[src/rtl/serial_subtractor_pkg.sv]
`default_nettype none
// ============================================================================
// Module      : serial_subtractor_pkg
// Description : Shared FSM state encoding and elaboration-time helpers for
//               the digit-serial ripple-borrow subtractor.
// Revision    : 1.0 - initial release
// ============================================================================
package serial_subtractor_pkg;

    // Controller states
    typedef enum logic [1:0] {
        ST_IDLE = 2'd0,
        ST_RUN  = 2'd1,
        ST_DONE = 2'd2
    } state_t;

    // Number of DIGIT-wide slices in a WIDTH-bit operand
    function automatic int num_digits(input int width, input int digit);
        return width / digit;
    endfunction

    // Ceiling log2, never less than 1 so a counter always has at least one bit
    function automatic int clog2_min1(input int n);
        int r;
        r = 0;
        while ((1 << r) < n) begin
            r = r + 1;
        end
        if (r < 1) begin
            r = 1;
        end
        return r;
    endfunction

endpackage
`default_nettype wire

[src/rtl/serial_subtractor_fs_digit.sv]
`default_nettype none
// ============================================================================
// Module      : fs_digit
// Description : Combinational DIGIT-bit ripple-borrow subtractor built from a
//               chain of 1-bit full subtractors: {bout_o, d_o} = a - b - bin.
// Revision    : 1.0 - initial release
// ============================================================================
module fs_digit #(
    parameter int DIGIT = 1
) (
    input  logic [DIGIT-1:0] a_dig_i,
    input  logic [DIGIT-1:0] b_dig_i,
    input  logic             bin_i,
    output logic [DIGIT-1:0] d_o,
    output logic             bout_o
);

    // w_borrow[i] is the borrow into bit i; w_borrow[DIGIT] leaves the digit
    logic [DIGIT:0] w_borrow;

    assign w_borrow[0] = bin_i;

    for (genvar i = 0; i < DIGIT; i++) begin : g_bit
        // Full subtractor: difference is the 3-way XOR; borrow when the
        // minuend bit is smaller than subtrahend bit plus incoming borrow
        assign d_o[i]          = a_dig_i[i] ^ b_dig_i[i] ^ w_borrow[i];
        assign w_borrow[i + 1] = (~a_dig_i[i] & b_dig_i[i])
                               | (~(a_dig_i[i] ^ b_dig_i[i]) & w_borrow[i]);
    end

    assign bout_o = w_borrow[DIGIT];

endmodule
`default_nettype wire

[src/rtl/serial_subtractor.sv]
`default_nettype none
// ============================================================================
// Module      : serial_subtractor
// Description : Digit-serial ripple-borrow subtractor. Computes
//               diff = (a - b - bin) mod 2^WIDTH, DIGIT bits per clock, with
//               valid/ready handshakes on operand and result sides.
// Revision    : 1.0 - initial release
// ============================================================================
module serial_subtractor
    import serial_subtractor_pkg::*;
#(
    parameter int WIDTH = 22,
    parameter int DIGIT = 1
) (
    input  logic             clk,
    input  logic             rst,
    input  logic             in_valid,
    output logic             in_ready,
    input  logic [WIDTH-1:0] a,
    input  logic [WIDTH-1:0] b,
    input  logic             bin,
    output logic             out_valid,
    input  logic             out_ready,
    output logic [WIDTH-1:0] diff,
    output logic             bout
);

    localparam int             NUM_DIGITS = num_digits(WIDTH, DIGIT);
    localparam int             CNT_W      = clog2_min1(NUM_DIGITS);
    localparam logic [CNT_W-1:0] LAST_CNT = CNT_W'(NUM_DIGITS - 1);

    // A partial last digit has no meaningful interpretation; refuse to build
    if ((WIDTH % DIGIT) != 0) begin : g_bad_digit
        $error("serial_subtractor: DIGIT (%0d) must divide WIDTH (%0d)", DIGIT, WIDTH);
    end

    state_t           state_q;
    logic [CNT_W-1:0] cnt_q;
    logic [WIDTH-1:0] a_sh_q;
    logic [WIDTH-1:0] b_sh_q;
    logic [WIDTH-1:0] res_q;
    logic             borrow_q;
    logic [WIDTH-1:0] diff_q;
    logic             bout_q;
    logic             out_valid_q;

    logic [DIGIT-1:0] dig_d;
    logic             borrow_d;
    logic [WIDTH-1:0] res_d;
    logic             w_accept;

    // One digit of the subtraction, fed from the bottom of the operand shifts
    fs_digit #(
        .DIGIT (DIGIT)
    ) u_fs_digit (
        .a_dig_i (a_sh_q[DIGIT-1:0]),
        .b_dig_i (b_sh_q[DIGIT-1:0]),
        .bin_i   (borrow_q),
        .d_o     (dig_d),
        .bout_o  (borrow_d)
    );

    // New digit enters at the top; after NUM_DIGITS shifts the LSD is at bit 0
    assign res_d = (res_q >> DIGIT) | (WIDTH'(dig_d) << (WIDTH - DIGIT));

    // Accepting in DONE needs the current result to be consumed on the same edge
    assign in_ready = (state_q == ST_IDLE) || ((state_q == ST_DONE) && out_ready);
    assign w_accept = in_valid && in_ready;

    assign out_valid = out_valid_q;
    assign diff      = diff_q;
    assign bout      = bout_q;

    // Controller, operand shift registers, result accumulation and output regs
    always_ff @(posedge clk or posedge rst) begin
        if (rst) begin
            state_q     <= ST_IDLE;
            cnt_q       <= '0;
            a_sh_q      <= '0;
            b_sh_q      <= '0;
            res_q       <= '0;
            borrow_q    <= 1'b0;
            diff_q      <= '0;
            bout_q      <= 1'b0;
            out_valid_q <= 1'b0;
        end else if (w_accept) begin
            // Capture operands; any pending result is consumed by this edge
            state_q     <= ST_RUN;
            cnt_q       <= '0;
            a_sh_q      <= a;
            b_sh_q      <= b;
            res_q       <= '0;
            borrow_q    <= bin;
            out_valid_q <= 1'b0;
        end else begin
            case (state_q)
                ST_IDLE: begin
                    state_q <= ST_IDLE;
                end
                ST_RUN: begin
                    a_sh_q   <= a_sh_q >> DIGIT;
                    b_sh_q   <= b_sh_q >> DIGIT;
                    res_q    <= res_d;
                    borrow_q <= borrow_d;
                    cnt_q    <= cnt_q + CNT_W'(1);
                    if (cnt_q == LAST_CNT) begin
                        state_q     <= ST_DONE;
                        diff_q      <= res_d;
                        bout_q      <= borrow_d;
                        out_valid_q <= 1'b1;
                    end
                end
                ST_DONE: begin
                    // Result held until the consumer takes it
                    if (out_ready) begin
                        state_q     <= ST_IDLE;
                        out_valid_q <= 1'b0;
                    end
                end
                default: begin
                    state_q     <= ST_IDLE;
                    out_valid_q <= 1'b0;
                end
            endcase
        end
    end

endmodule
`default_nettype wire

[config.mk]
export PLATFORM = sky130hd
export DESIGN_NAME = serial_subtractor
export DESIGN_NICKNAME = d
export VERILOG_FILES = /design/src/rtl/serial_subtractor_pkg.sv /design/src/rtl/serial_subtractor_fs_digit.sv /design/src/rtl/serial_subtractor.sv
export SDC_FILE = /design/constraint.sdc
export NUM_CORES = 1
export LEC_CHECK = 0
export BUFFER_PORTS_ARGS = -buffer_cell sky130_fd_sc_hd__buf_2
export CORE_MARGIN = 8
export CORE_UTILIZATION = 37
export CTS_BUF_LIST = sky130_fd_sc_hd__clkbuf_8 sky130_fd_sc_hd__clkbuf_16
export DETAILED_ROUTE_END_ITERATION = 16
export HOLD_SLACK_MARGIN = 0.1
export SYNTH_ARGS = -nofsm -noshare
export SYNTH_HDL_FRONTEND = slang
export SYNTH_SLANG_ARGS = --single-unit
[constraint.sdc]
create_clock -name clk -period 4.5 [get_ports clk]
set_input_delay 0.675 -clock clk [delete_from_list [all_inputs] [get_ports clk]]
set_output_delay 0.675 -clock clk [all_outputs]
set_load 0.05 [all_outputs]
After elaboration in Yosys (flattened, before gate mapping)
Index checks and enable logic that the tools add are counted.

word-level totals
  bits of input ports = 49
  logic and storage cells = 51
  flip-flop bits (word level) = 98
  output and inout bits = 25

cells by class
  equality and inequality tests = 6
  reductions and logical operators = 8
  multiplexer cells = 18
  bitwise logic cells = 9
  add/sub/neg operators = 1

operators with widths
  kind                 number
  $mux 22              6
  $or 21x22->22        1
  $mux 5               2
  $mux 2               3
  $ne 3x3->1 const B   2
  $reduce_and 3->1     2
  $add 5x1->5 const B  1
  $eq 5x5->1 const B   1
  $mux 1               5
  $pmux 2 s2           1
  $not 1->1            3
  $pmux 1 s3           1
  $and 1x1->1          2
  $eq 2x1->1 const B   1
  $eq 2x2->1 const B   1
  $logic_and 1x1->1    2
  $logic_not 2->1      1
  $ne 2x2->1 const B   1
  $reduce_and 2->1     1
  $reduce_bool 2->1    1
  $xor 1x1->1          2
  $logic_or 1x1->1     1
  $or 1x1->1           1

Longest topological paths before layout
  depth after elaboration = 6
  gate-level depth with buffers = 6
  depth with buffers taken out = 5

By module
Synthesis repeated with hierarchy kept, for this count alone.

second synthesis, totals
  cells, all modules = 341
  area total of the unflattened synthesis = 4167.7 um2

modules (own cells, without submodules)
  module             area each (um2)  instances  cells an instance
  serial_subtractor  4136.5           1          337
  fs_digit           31.3             1          4

Worst setup path after synthesis
Ideal clock, no wire load.

  path type = input to output
  start point = input port out_ready
  end point = output port in_ready
  cell stages on the path = 2
  slack = 2.455 ns
  data required time = 3.825 ns
  path buffers = 0
  data arrival time = 1.370 ns
  path through = nor2b_1 -> nor2_1

between the ends
  longest elaborated chain between the ends = 2

ends and longest elaborated chain
  what                line                     text
  start: declaration  serial_subtractor.sv:23  input logic out_ready,
  $logic_and 1x1->1   serial_subtractor.sv:67  assign in_ready = (state_q == ST_IDLE) || ((state_q == ST_DONE) && out_ready);
  $logic_or 1x1->1    serial_subtractor.sv:67
  end: declaration    serial_subtractor.sv:18  output logic in_ready,

No other way between the ends.

Worst setup path after layout
  start point = register state_q[0]
  end point = register cnt_q[0]

between the ends
  longest elaborated chain between the ends = 5

ends and longest elaborated chain
  what                                                line                      text
  start: declaration                                  serial_subtractor.sv:37   state_t state_q;
  start signal: assignment                            serial_subtractor.sv:77   state_q <= ST_IDLE;
  start signal: assignment                            serial_subtractor.sv:88   state_q <= ST_RUN;
  start signal: assignment                            serial_subtractor.sv:98   state_q <= ST_IDLE;
  $eq 2x2->1                                          serial_subtractor.sv:67
  $logic_and 1x1->1                                   serial_subtractor.sv:67
  $logic_or 1x1->1                                    serial_subtractor.sv:67
  $logic_and 1x1->1                                   serial_subtractor.sv:68   assign w_accept = in_valid && in_ready;
  $mux 5 / $reduce_bool 2->1 (equally long branches)  -
  end signal: assignment                              serial_subtractor.sv:105  cnt_q <= cnt_q + CNT_W'(1);
  end: declaration                                    serial_subtractor.sv:38   logic [CNT_W-1:0] cnt_q;

Parallel ways exist; a longest one is shown, timed or not.
A chain may end at the register's enable or synchronous reset.

==> summary.md <==
| Metric | Value |
|---|---|
| Fin crit share | 48.0% |
| Syn avg cell area | 11.9 um2 |
| Core area | 0.0108 mm2 |
| Switching Share | 39.3% |
| Crit Path Class | reg2reg |
| Final setup vio count | 0 |
| Via/cell ratio | 5.28 |
| Comb pwr share | 36.2% |
| Synth top area cells | dfrtp_1, a221o_1, mux2_2 |
| Via count | 2,899 |
| Register share of total power | 45.4% |
| Post_cts resized | 0 |
| Sequential share of the synthesized area | 59.3% |
| FF-to-FF path depth | 4 |
| Status | complete, no violations |
| Crit path max fanout | 46 |
| H-tree lvl count | 3 |
| Cell with the most instances after synthesis | dfrtp_1 |
| Worst VDD drop | 0.470 mV |
| Reg clk slew, reported paths | 0.10 ns |
| Endpoint class of the critical path | register |
| TritonCTS Buffers | 9 |
| CTS tree | yes |
| Area Overhead vs Synth | 16.3% |
| #FFs+latches synth | 97 |
| Setup bufs post-CTS | 0 |
| FF/Latch Area | 0.00243 mm2 |
| Detailed placer's ending HPWL | 5750 um |
| Multi-input logic area | 0.00152 mm2 |
| DRC viols | 0 |
| CP required | 4.79 ns |
| Layout cells sized above 1 | 30.3% |
| IO Pins | 74 |
| Fillers | 1,047 |
| CTS sink count | 97 |
| Crit-path max cell delay | 0.89 ns |
| Hold buffers post-CTS | 0 |
| Syn Nets | 396 |
| Slew @ Worst Pin | 1.09 ns |
| Worst path slowest cell | a21oi_4 |
| Die Y | 121 um |
| Die extent in x | 121 um |
| Asr flop ratio synth | 100% |
| Hold Slack | 0.478 ns |
| Clk root buf | clkbuf_8 |
| Area leader, netlist | dfrtp_1 |
| Distinct cells, synth | 32 |
| GP Congestion | 0.735 |
| Initial Utilization | 37.8% |
| DR iter-0 viols | 256 |
| Cell count after synthesis | 344 |
| Netlist Area Pre-Place | 0.00410 mm2 |
| Clk_lat worst skew | 0.36 ns |
| P_sw | 1.28 mW |
| Die area | 0.0147 mm2 |
| Clock share of power | 18.4% |
| Antenna violations before repair | 0 |
| Most frequent cells after synthesis | dfrtp_1, nand2_1, a221o_1 |
| N_diodes | 0 |
| Post-route cell area | 0.00476 mm2 |
| Ys flop type | dfrtp_1 |
| WP data arrival | 2.45 ns |
| Wire per inst | 16.1 um |
| Nets | 456 |
| Post-Route Setup TNS | 0 ns |
| Max-cap violation count | 0 |
| Crit start category | register |
| Final slew viol count | 0 |
| Global-route total usage across every layer | 12.7% |
| Syn. warnings | 0 |
| Fin. Hold Viols | 0 |
| Critical-path cell list | nor2b_2 > buf_4 > a21oi_4 > mux2_2 |
| Rows | 38 |
| Period minus WS final | 2.16 ns |
| Drt pass-1 iters | 5 |
| Final Total Pwr | 3.24 mW |
| Internal Power | 1.97 mW |
| Max Fclk | 0.463 GHz |
| Leakage power | 2.40 nW |
| WL final | 8820 um |
| Post-synth EDFFs | 0 |
| Cell Pwr Density | 681 mW/mm2 |
| Cell Area, Placed | 0.00455 mm2 |
| Largest net degree at the start of global routing | 72 |
| Overflow left after global routing | 0 |
| Hold Crit Class | in2async |
| Final Skew | 0.0172 ns |
| Post-route ant nets | 0 |
| Synth top area share | 59.3% |
| Vias in the first global route | 3,017 |
| Relative slew margins | 27.4% |
| CTS Buffer Depth | 2 |
| RSZ-0062 raised after global routing | no |
| Port Buffers | 73 |
| First-pass GRT wire length | 15,100 um |
==> cells in the final DEF (no fill, tap or decap) <==
cell type / netlist / layout
nor2_1: 4 / 4
dfrtp_1: 97 / 97
clkbuf_8: 0 / 10
o22ai_1: 3 / 3
or3_1: 2 / 2
inv_4: 0 / 1
buf_2: 14 / 73
a32oi_1: 1 / 1
nand2b_1: 3 / 3
clkinv_2: 0 / 1
mux2_2: 23 / 23
nand3_1: 2 / 2
o21ai_0: 25 / 25
nor3_4: 1 / 1
fa_1: 1 / 1
nor2b_1: 3 / 1
inv_8: 0 / 1
mux2i_1: 1 / 1
inv_1: 5 / 4
a21oi_4: 0 / 1
a21oi_1: 2 / 2
o21bai_1: 1 / 1
and3_1: 41 / 41
ha_1: 2 / 2
nand3b_4: 1 / 1
inv_6: 0 / 2
buf_4: 1 / 6
o21a_1: 1 / 1
o31ai_1: 1 / 1
a221o_1: 42 / 42
nand3b_1: 1 / 1
clkinvlp_4: 0 / 1
xor2_1: 1 / 1
nor2b_2: 0 / 1
nor2b_4: 0 / 1
nor3b_1: 1 / 1
bufinv_16: 0 / 1
nand2_1: 48 / 48
==> path summary, 6_finish.rpt <==
check	from	endpoint	slack [ns]
setup reg to reg	state_q[0]	cnt_q[0]	2.34
min in group clk	out_valid	out_valid	0.51
setup / recovery	state_q[0]	cnt_q[0]	2.34
hold / removal	rst	res_q[17]	0.48
hold reg to reg	out_valid	out_valid	0.51
max in group asynchronous	rst	res_q[11]	3.13
==> cell families (layout without fill, tap and decap cells) <==
kind of cell / Yosys count / count (layout) / share of synthesized area, %
compound gates: 77 / 77 / 15.0
mux: 24 / 24 / 6.57
buf+inv: 35 / 100 / 4.09
flops: 97 / 97 / 59.3
fa+ha+maj: 3 / 3 / 1.10
simple gates: 107 / 107 / 13.7
xor+xnor: 1 / 1 / 0.214
==> stage by stage <==
stage	setup slack, ns	utilization, %	instances
after floorplan	1.29	-	344
final	2.34	43.9	549
after global placement	2.05	42.0	533
after global routing	2.17	43.9	549
after CTS	2.31	43.9	549
after detailed placement	2.01	42.0	533
==> power groups by stage <==
stage / sequential, mW / combinational (mW) / clock [mW]
6_report: 1.47 / 1.17 / 0.596
5_1_grt: 1.53 / 1.28 / 0.653
4_1_cts: 1.47 / 1.19 / 0.618
3_5_place_dp: 1.48 / 1.20 / 0
3_3_place_gp: 1.48 / 1.16 / 0
2_1_floorplan: 1.74 / 0.644 / 0
==> worst max-delay path, delay by kind of cell, from the launching register on <==
family | cells | cell delay [ns]
DFF | 1 | 0.56
and+or+nand+nor | 1 | 0.07
buffers and inverters | 1 | 0.25
AOI/OAI and AO/OA | 1 | 0.89
muxes | 1 | 0.30
==> routing by layer <==
metal | GRT usage [%] | share of wire (%)
met1 | 17.0 | 48
met2 | 19.3 | 45
met3 | 3.96 | 6.4
met4 | 3.70 | 0.99
met5 | 0 | 0
==> area by class of cell <==
type,count,share of cell area (%)
sequential,97,51.0
multi-input combinational,212,31.9
timing repair buffer,79,8.62
clock buffer,10,2.89
clock inverter,6,1.50
inverter,5,0.447
tap,140,3.68
==> flip-flops by register name, indices dropped and copies added (netlist names) <==
name	cells
out_valid	1
borrow_q	1
b_sh_q	22
cnt_q	5
a_sh_q	22
bout	1
state_q	2
diff	22
res_q	21
No activity file was read; power rests on OpenSTA's default activity.
